==> src/rtl/out_commutator_p.sv <==
// Output commutator for the pipelined FFT back end: bit-reversed lane permutation
// followed by per-lane ping-pong frame reordering into natural or bit-reversed order.
module out_commutator_p #(
    parameter int NB    = 16,
    parameter int LANES = 4,
    parameter int DEPTH = 16
) (
    input  logic                clk,
    input  logic                reset_n,
    input  logic                start,
    input  logic                in_valid,
    input  logic                mode,
    input  logic [NB*LANES-1:0] input_data,
    output logic [NB*LANES-1:0] output_data,
    output logic                out_valid,
    output logic                out_start,
    output logic                frame_err
);
    localparam int AW = $clog2(DEPTH);
    localparam int LW = $clog2(LANES);

    function automatic int bitrev_f(input int v, input int w);
        int r;
        r = 0;
        for (int i = 0; i < w; i++) begin
            if (v[i]) r = r | (1 << (w - 1 - i));
        end
        return r;
    endfunction

    typedef enum logic {W_IDLE, W_FILL} w_state_t;
    typedef enum logic {R_IDLE, R_RUN}  r_state_t;

    w_state_t      w_state_q, w_state_d;
    logic [AW-1:0] wr_cnt_q, wr_cnt_d;
    logic          wr_bank_q, wr_bank_d;
    logic          wr_en, wr_swap, wr_err;
    logic [AW-1:0] wr_addr;

    r_state_t      r_state_q, r_state_d;
    logic [AW-1:0] rd_cnt_q, rd_cnt_d, rd_cnt_rev, rd_addr;
    logic          rd_mode_q, rd_mode_d, rd_en;

    logic          out_valid_q, out_start_q, frame_err_q;

    always_ff @(posedge clk or negedge reset_n) begin
        if (!reset_n) begin
            w_state_q   <= W_IDLE;
            wr_cnt_q    <= '0;
            wr_bank_q   <= 1'b0;
            r_state_q   <= R_IDLE;
            rd_cnt_q    <= '0;
            rd_mode_q   <= 1'b0;
            out_valid_q <= 1'b0;
            out_start_q <= 1'b0;
            frame_err_q <= 1'b0;
        end else begin
            w_state_q   <= w_state_d;
            wr_cnt_q    <= wr_cnt_d;
            wr_bank_q   <= wr_bank_d;
            r_state_q   <= r_state_d;
            rd_cnt_q    <= rd_cnt_d;
            rd_mode_q   <= rd_mode_d;
            out_valid_q <= rd_en;
            out_start_q <= rd_en && (rd_cnt_q == '0);
            frame_err_q <= wr_err;
        end
    end

    // A start always rewrites address 0; it is an error only if a frame was partly filled.
    always_comb begin
        wr_en   = in_valid && (start || (w_state_q == W_FILL));
        wr_addr = start ? '0 : wr_cnt_q;
        wr_swap = wr_en && !start && (wr_cnt_q == AW'(DEPTH - 1));
        wr_err  = wr_en && start && (w_state_q == W_FILL) && (wr_cnt_q != '0);
    end

    always_comb begin
        w_state_d = w_state_q;
        wr_cnt_d  = wr_cnt_q;
        wr_bank_d = wr_bank_q;
        if (wr_en) begin
            w_state_d = W_FILL;
            wr_cnt_d  = start ? AW'(1) : wr_cnt_q + 1'b1;
        end
        if (wr_swap) wr_bank_d = ~wr_bank_q;
    end

    // A swap on the final read cycle restarts the readout so out_valid stays continuous.
    always_comb begin
        r_state_d = r_state_q;
        rd_cnt_d  = rd_cnt_q;
        rd_mode_d = rd_mode_q;
        if (r_state_q == R_RUN) begin
            rd_cnt_d = rd_cnt_q + 1'b1;
            if (rd_cnt_q == AW'(DEPTH - 1)) r_state_d = R_IDLE;
        end
        if (wr_swap) begin
            r_state_d = R_RUN;
            rd_cnt_d  = '0;
            rd_mode_d = mode;
        end
    end

    always_comb begin
        rd_en   = (r_state_q == R_RUN);
        rd_addr = rd_mode_q ? rd_cnt_rev : rd_cnt_q;
    end

    genvar gi;
    generate
        for (gi = 0; gi < AW; gi++) begin : g_rev
            assign rd_cnt_rev[gi] = rd_cnt_q[AW-1-gi];
        end

        // The read bank is always the one not being written.
        for (gi = 0; gi < LANES; gi++) begin : g_lane
            localparam int SRC = bitrev_f(gi, LW);
            logic [NB-1:0] mem [0:2*DEPTH-1];
            logic [NB-1:0] lane_q;

            always_ff @(posedge clk) begin
                if (wr_en) mem[{wr_bank_q, wr_addr}] <= input_data[NB*SRC +: NB];
            end

            always_ff @(posedge clk or negedge reset_n) begin
                if (!reset_n)   lane_q <= '0;
                else if (rd_en) lane_q <= mem[{~wr_bank_q, rd_addr}];
            end

            assign output_data[NB*gi +: NB] = lane_q;
        end
    endgenerate

    assign out_valid = out_valid_q;
    assign out_start = out_start_q;
    assign frame_err = frame_err_q;
endmodule

==> config.mk <==
export PLATFORM = sky130hd
export DESIGN_NAME = out_commutator_p
export DESIGN_NICKNAME = d
export VERILOG_FILES = /design/src/rtl/out_commutator_p.sv
export SDC_FILE = /design/constraint.sdc
export NUM_CORES = 2
export LEC_CHECK = 0
export BUFFER_PORTS_ARGS = -buffer_cell sky130_fd_sc_hd__buf_2
export CORE_ASPECT_RATIO = 1.1
export CORE_MARGIN = 2
export CORE_UTILIZATION = 40
export DETAILED_ROUTE_END_ITERATION = 8
export SLEW_MARGIN = 10
export SYNTH_ARGS = -nofsm -noshare
export SYNTH_HDL_FRONTEND = slang
export SYNTH_SLANG_ARGS = --single-unit
==> constraint.sdc <==
create_clock -name clk -period 5.1 [get_ports clk]
set_input_delay 1.02 -clock clk [delete_from_list [all_inputs] [get_ports clk]]
set_output_delay 1.02 -clock clk [all_outputs]
set_load 0.1 [all_outputs]
==> run summary <==
The flow ran to the end, and the final reports show no timing, DRC or antenna violations. The number of detailed-routing iterations run before antenna repair is 6. In this run the critical register-to-register path is launched from rd_mode_q$_DFFE_PN0P_. The number of clock sinks came out at 2127. The net count of the finished layout is 7784. The area growth from synthesis to layout is 11.0%. The die covers 0.249 mm^2. The area of the core region is 0.244 mm^2. The kind of critical path is reg2reg.

At the end of routability-driven placement, the weighted congestion stood at 0.828. The effective utilization at floorplan is 0.402. Synthesis inferred 2127 register bits.

Entering global routing, the biggest net connects 211 pins. The count of endpoints failing hold in the final timing report came to 0. The final critical-path required period is 3.82 ns.

The number of remaining DRC errors came out at 0. The global-route wire length before repair is 525 mm. The count of cells in the finished layout, fillers not included, comes to 11200. For this design the ratio of total power to cell area is 553 mW/mm^2.

For this block, the routed nets add up to 371 mm of wire. Counting flops with a built-in enable in the synthesized netlist gives 2048. The setup total negative slack came out at 0 ns. The mean routed wirelength per cell came out at 33.1 um.

The yosys synthesis warning count came out at 0. After detailed routing, the number of vias per cell comes to 6.83. The post-synthesis net count is 7993.

The data required time at the worst endpoint is 5.88 ns. TritonCTS built the clock tree. The overall die height came out at 523 um.

The number of gates resized after CTS was 0. The clock-pin slew of the registers on the worst-case setup and hold paths came out at 0.06 ns. The length in cells of the worst reg-to-reg path is 8.

The worst setup path is captured at a flip-flop. The number of H-tree levels came out at 4. The multi-input gate area in the final layout is 0.0303 mm^2. STA classifies the critical path startpoint as a flip-flop. Across the run, the number of max-cap violations was 0. The via count of the first global-routing pass was 72700.

The later pin in the worst-skew pair is clocked with a latency of 0.88 ns. The endpoint arrival time on the critical path is 4.60 ns. The most used flip-flop cell after synthesis is sky130_fd_sc_hd__edfxtp_1.

The detail route stage leaves a number of antenna-violating nets equal to 0. The total of buffers placed on input and output ports is 135. The number of vias in the routed layout is 76400. Along the worst path, the maximum fanout reaches 171. In this run the register-to-register setup slack is 1.28 ns. In this run the critical register-to-register path is captured at g_lane[1].lane_q[3]$_DFFE_PN0P_.

In this run the post-CTS setup repair buffer count came out at 0. The clock buffer count from CTS is 218. The longest clock path from root to sink contains 3 buffers. The async set-reset flop share out of synthesis is 0.0371.

The maximum achievable frequency is 261 MHz. The number of DRC violations after detailed-routing iteration 0 came out at 9949. The filler cell count in the final layout came out at 21600. The synthesized area came out at 0.0980 mm^2. The number of failing setup endpoints in the final timing report came out at 0. The number of antenna violations at the first check in global routing is 32.

For this run, the total global-route usage over all layers was measured as 0.288. On the final layout, the worst hold slack is 0.140 ns. The chip width is 476 um. The leftover overflow at the end of global routing is 0. The part of the Yosys area used for sequential elements came out at 0.648. The number of top-level pins came out at 136. The pin slew with the least headroom to its limit came out at 1.27 ns. Leaving out fill and tap cells, the most frequent cell in the layout is sky130_fd_sc_hd__edfxtp_1. Of the cells placed in the final design, the portion with a size suffix greater than 1 is 0.101. The row count is 190. The relative max-transition margin is 0.151.

The HPWL reported at the end of detailed placement came out at 189 mm. The hold buffer count at cts came out at 0. The sequential cell area is 0.0635 mm^2.

The final cycle utilization of the critical path came out at 0.750. The number of instances in the synthesized netlist is 7920. The worst-case IR drop observed on VDD is 505 uV. The setup skew after layout came out at 0.0546 ns. The tree is rooted in a sky130_fd_sc_hd__clkbuf_16.

The average size of a mapped cell is 12.4 um^2. The min-delay analysis places its worst path in the category in2async. In the layout the commonest cells are sky130_fd_sc_hd__edfxtp_1 (2048), sky130_fd_sc_hd__a21oi_1 (1571), sky130_fd_sc_hd__a211oi_1 (907).

The number of slew-limit violations in the final report came out at 0. The leakage power total is 34.4 nW. The distinct cell type count of the synthesized netlist is 95. Setup repair after global routing left no endpoint under its margin.

The count of placed standard cells including taps is 10800.
## cell type report
type | instances | area share
Tap cell | 3264 | 0.0375
Clock buffer | 303 | 0.0555
Multi-Input combinational cell | 4908 | 0.278
Inverter | 71 | 0.00290
Clock inverter | 105 | 0.00873
Antenna cell | 22 | 0.000506
Timing Repair Buffer | 385 | 0.0328
Sequential cell | 2127 | 0.584
## synthesized netlist by cell type (37+ instances only)
| master | instances | area, um^2 |
|---|---|---|
| sky130_fd_sc_hd__a21oi_1 | 1571 | 7860 |
| sky130_fd_sc_hd__o21ai_0 | 325 | 1630 |
| sky130_fd_sc_hd__a211oi_1 | 907 | 6810 |
| sky130_fd_sc_hd__o22ai_1 | 99 | 619 |
| sky130_fd_sc_hd__edfxtp_1 | 2048 | 61500 |
| sky130_fd_sc_hd__nor2b_1 | 47 | 294 |
| sky130_fd_sc_hd__nor2_1 | 160 | 601 |
| sky130_fd_sc_hd__buf_2 | 509 | 2550 |
| sky130_fd_sc_hd__o221ai_1 | 52 | 455 |
| sky130_fd_sc_hd__a21o_1 | 247 | 1850 |
| sky130_fd_sc_hd__nand3_1 | 139 | 696 |
| sky130_fd_sc_hd__a2bb2oi_1 | 37 | 324 |
| sky130_fd_sc_hd__o211ai_1 | 167 | 1250 |
| sky130_fd_sc_hd__buf_4 | 107 | 803 |
| sky130_fd_sc_hd__clkbuf_1 | 133 | 499 |
| sky130_fd_sc_hd__nand2_1 | 336 | 1260 |
| sky130_fd_sc_hd__inv_1 | 65 | 244 |
| sky130_fd_sc_hd__nand2b_1 | 41 | 257 |
| sky130_fd_sc_hd__a221oi_1 | 67 | 587 |
| sky130_fd_sc_hd__nor3_1 | 80 | 400 |
| sky130_fd_sc_hd__dfrtp_1 | 79 | 1980 |
| sky130_fd_sc_hd__a31oi_1 | 149 | 932 |
## flip-flops by register name, indices dropped and copies added, names as in the netlist
| register | cells |
|---|---|
| rd_cnt_q | 4 |
| frame_err | 1 |
| g_lane.lane_q | 64 |
| w_state_q | 1 |
| out_start | 1 |
| rd_mode_q | 1 |
| r_state_q | 1 |
| g_lane.mem | 2048 |
| out_valid | 1 |
| wr_cnt_q | 4 |
| wr_bank_q | 1 |
## critical path, stage by stage, from the launching register on
cell,delay [ns]
sky130_fd_sc_hd__dfrtp_4,0.95
sky130_fd_sc_hd__buf_12,0.44
sky130_fd_sc_hd__buf_12,0.66
sky130_fd_sc_hd__a211oi_1,0.09
sky130_fd_sc_hd__a21oi_1,0.21
sky130_fd_sc_hd__o221ai_1,0.17
sky130_fd_sc_hd__a222oi_1,0.38
sky130_fd_sc_hd__o21ai_1,0.17
sky130_fd_sc_hd__o221ai_1,0.19
## metal layers
metal,up-vias,track usage,share of wire
met5,-,0,0.00017
met3,1076,0.0561,0.11
met1,38600,0.384,0.39
met4,10,0.151,0.056
li1,31500,-,-
met2,5144,0.447,0.45
## report_power, final
part	total [mW]	internal (mW)	switching, mW
Sequential	20.3	19.6	0.646
Combinational	24.0	6.91	17.1
Clock	15.9	8.91	6.96
## logic make-up (layout without fill, tap and decap cells)
logic type,count (synthesis),in the layout,share of synthesized area
AOI/OAI and AO/OA,3967,3967,0.258
DFF,2127,2127,0.648
and+or+nand+nor,920,920,0.0438
buffers and inverters,885,864,0.0471
muxes,13,13,0.00226
adders and majority gates,4,4,0.000511
xor gates and xnor gates,4,4,0.000357
other,0,22,0
## metrics by stage
stage	worst slack, ns	utilization	power [mW]	cell area [um^2]
after floorplan	0.382	-	36.5	98000
after global placement	1.18	0.418	43.5	102000
after detailed placement	1.20	0.418	43.9	102000
after CTS	1.45	0.446	59.5	109000
after global routing	1.17	0.446	62.1	109000
final	1.28	0.447	60.2	109000
## worst max path at each step
stage	slack, ns	cells past startpoint	to	from
detailed placement	1.20	6	g_lane[1].mem[3][2]$_DFFE_PP_	in_valid
CTS	1.45	7	g_lane[1].lane_q[8]$_DFFE_PN0P_	rd_mode_q$_DFFE_PN0P_
floorplan	0.38	3	g_lane[0].mem[16][0]$_DFFE_PP_	start
global placement	1.18	6	g_lane[3].mem[3][5]$_DFFE_PP_	in_valid
finish	1.28	8	g_lane[1].lane_q[3]$_DFFE_PN0P_	rd_mode_q$_DFFE_PN0P_
global route	1.17	9	g_lane[2].lane_q[7]$_DFFE_PN0P_	rd_mode_q$_DFFE_PN0P_
No activity file was read; power rests on OpenSTA's default activity.
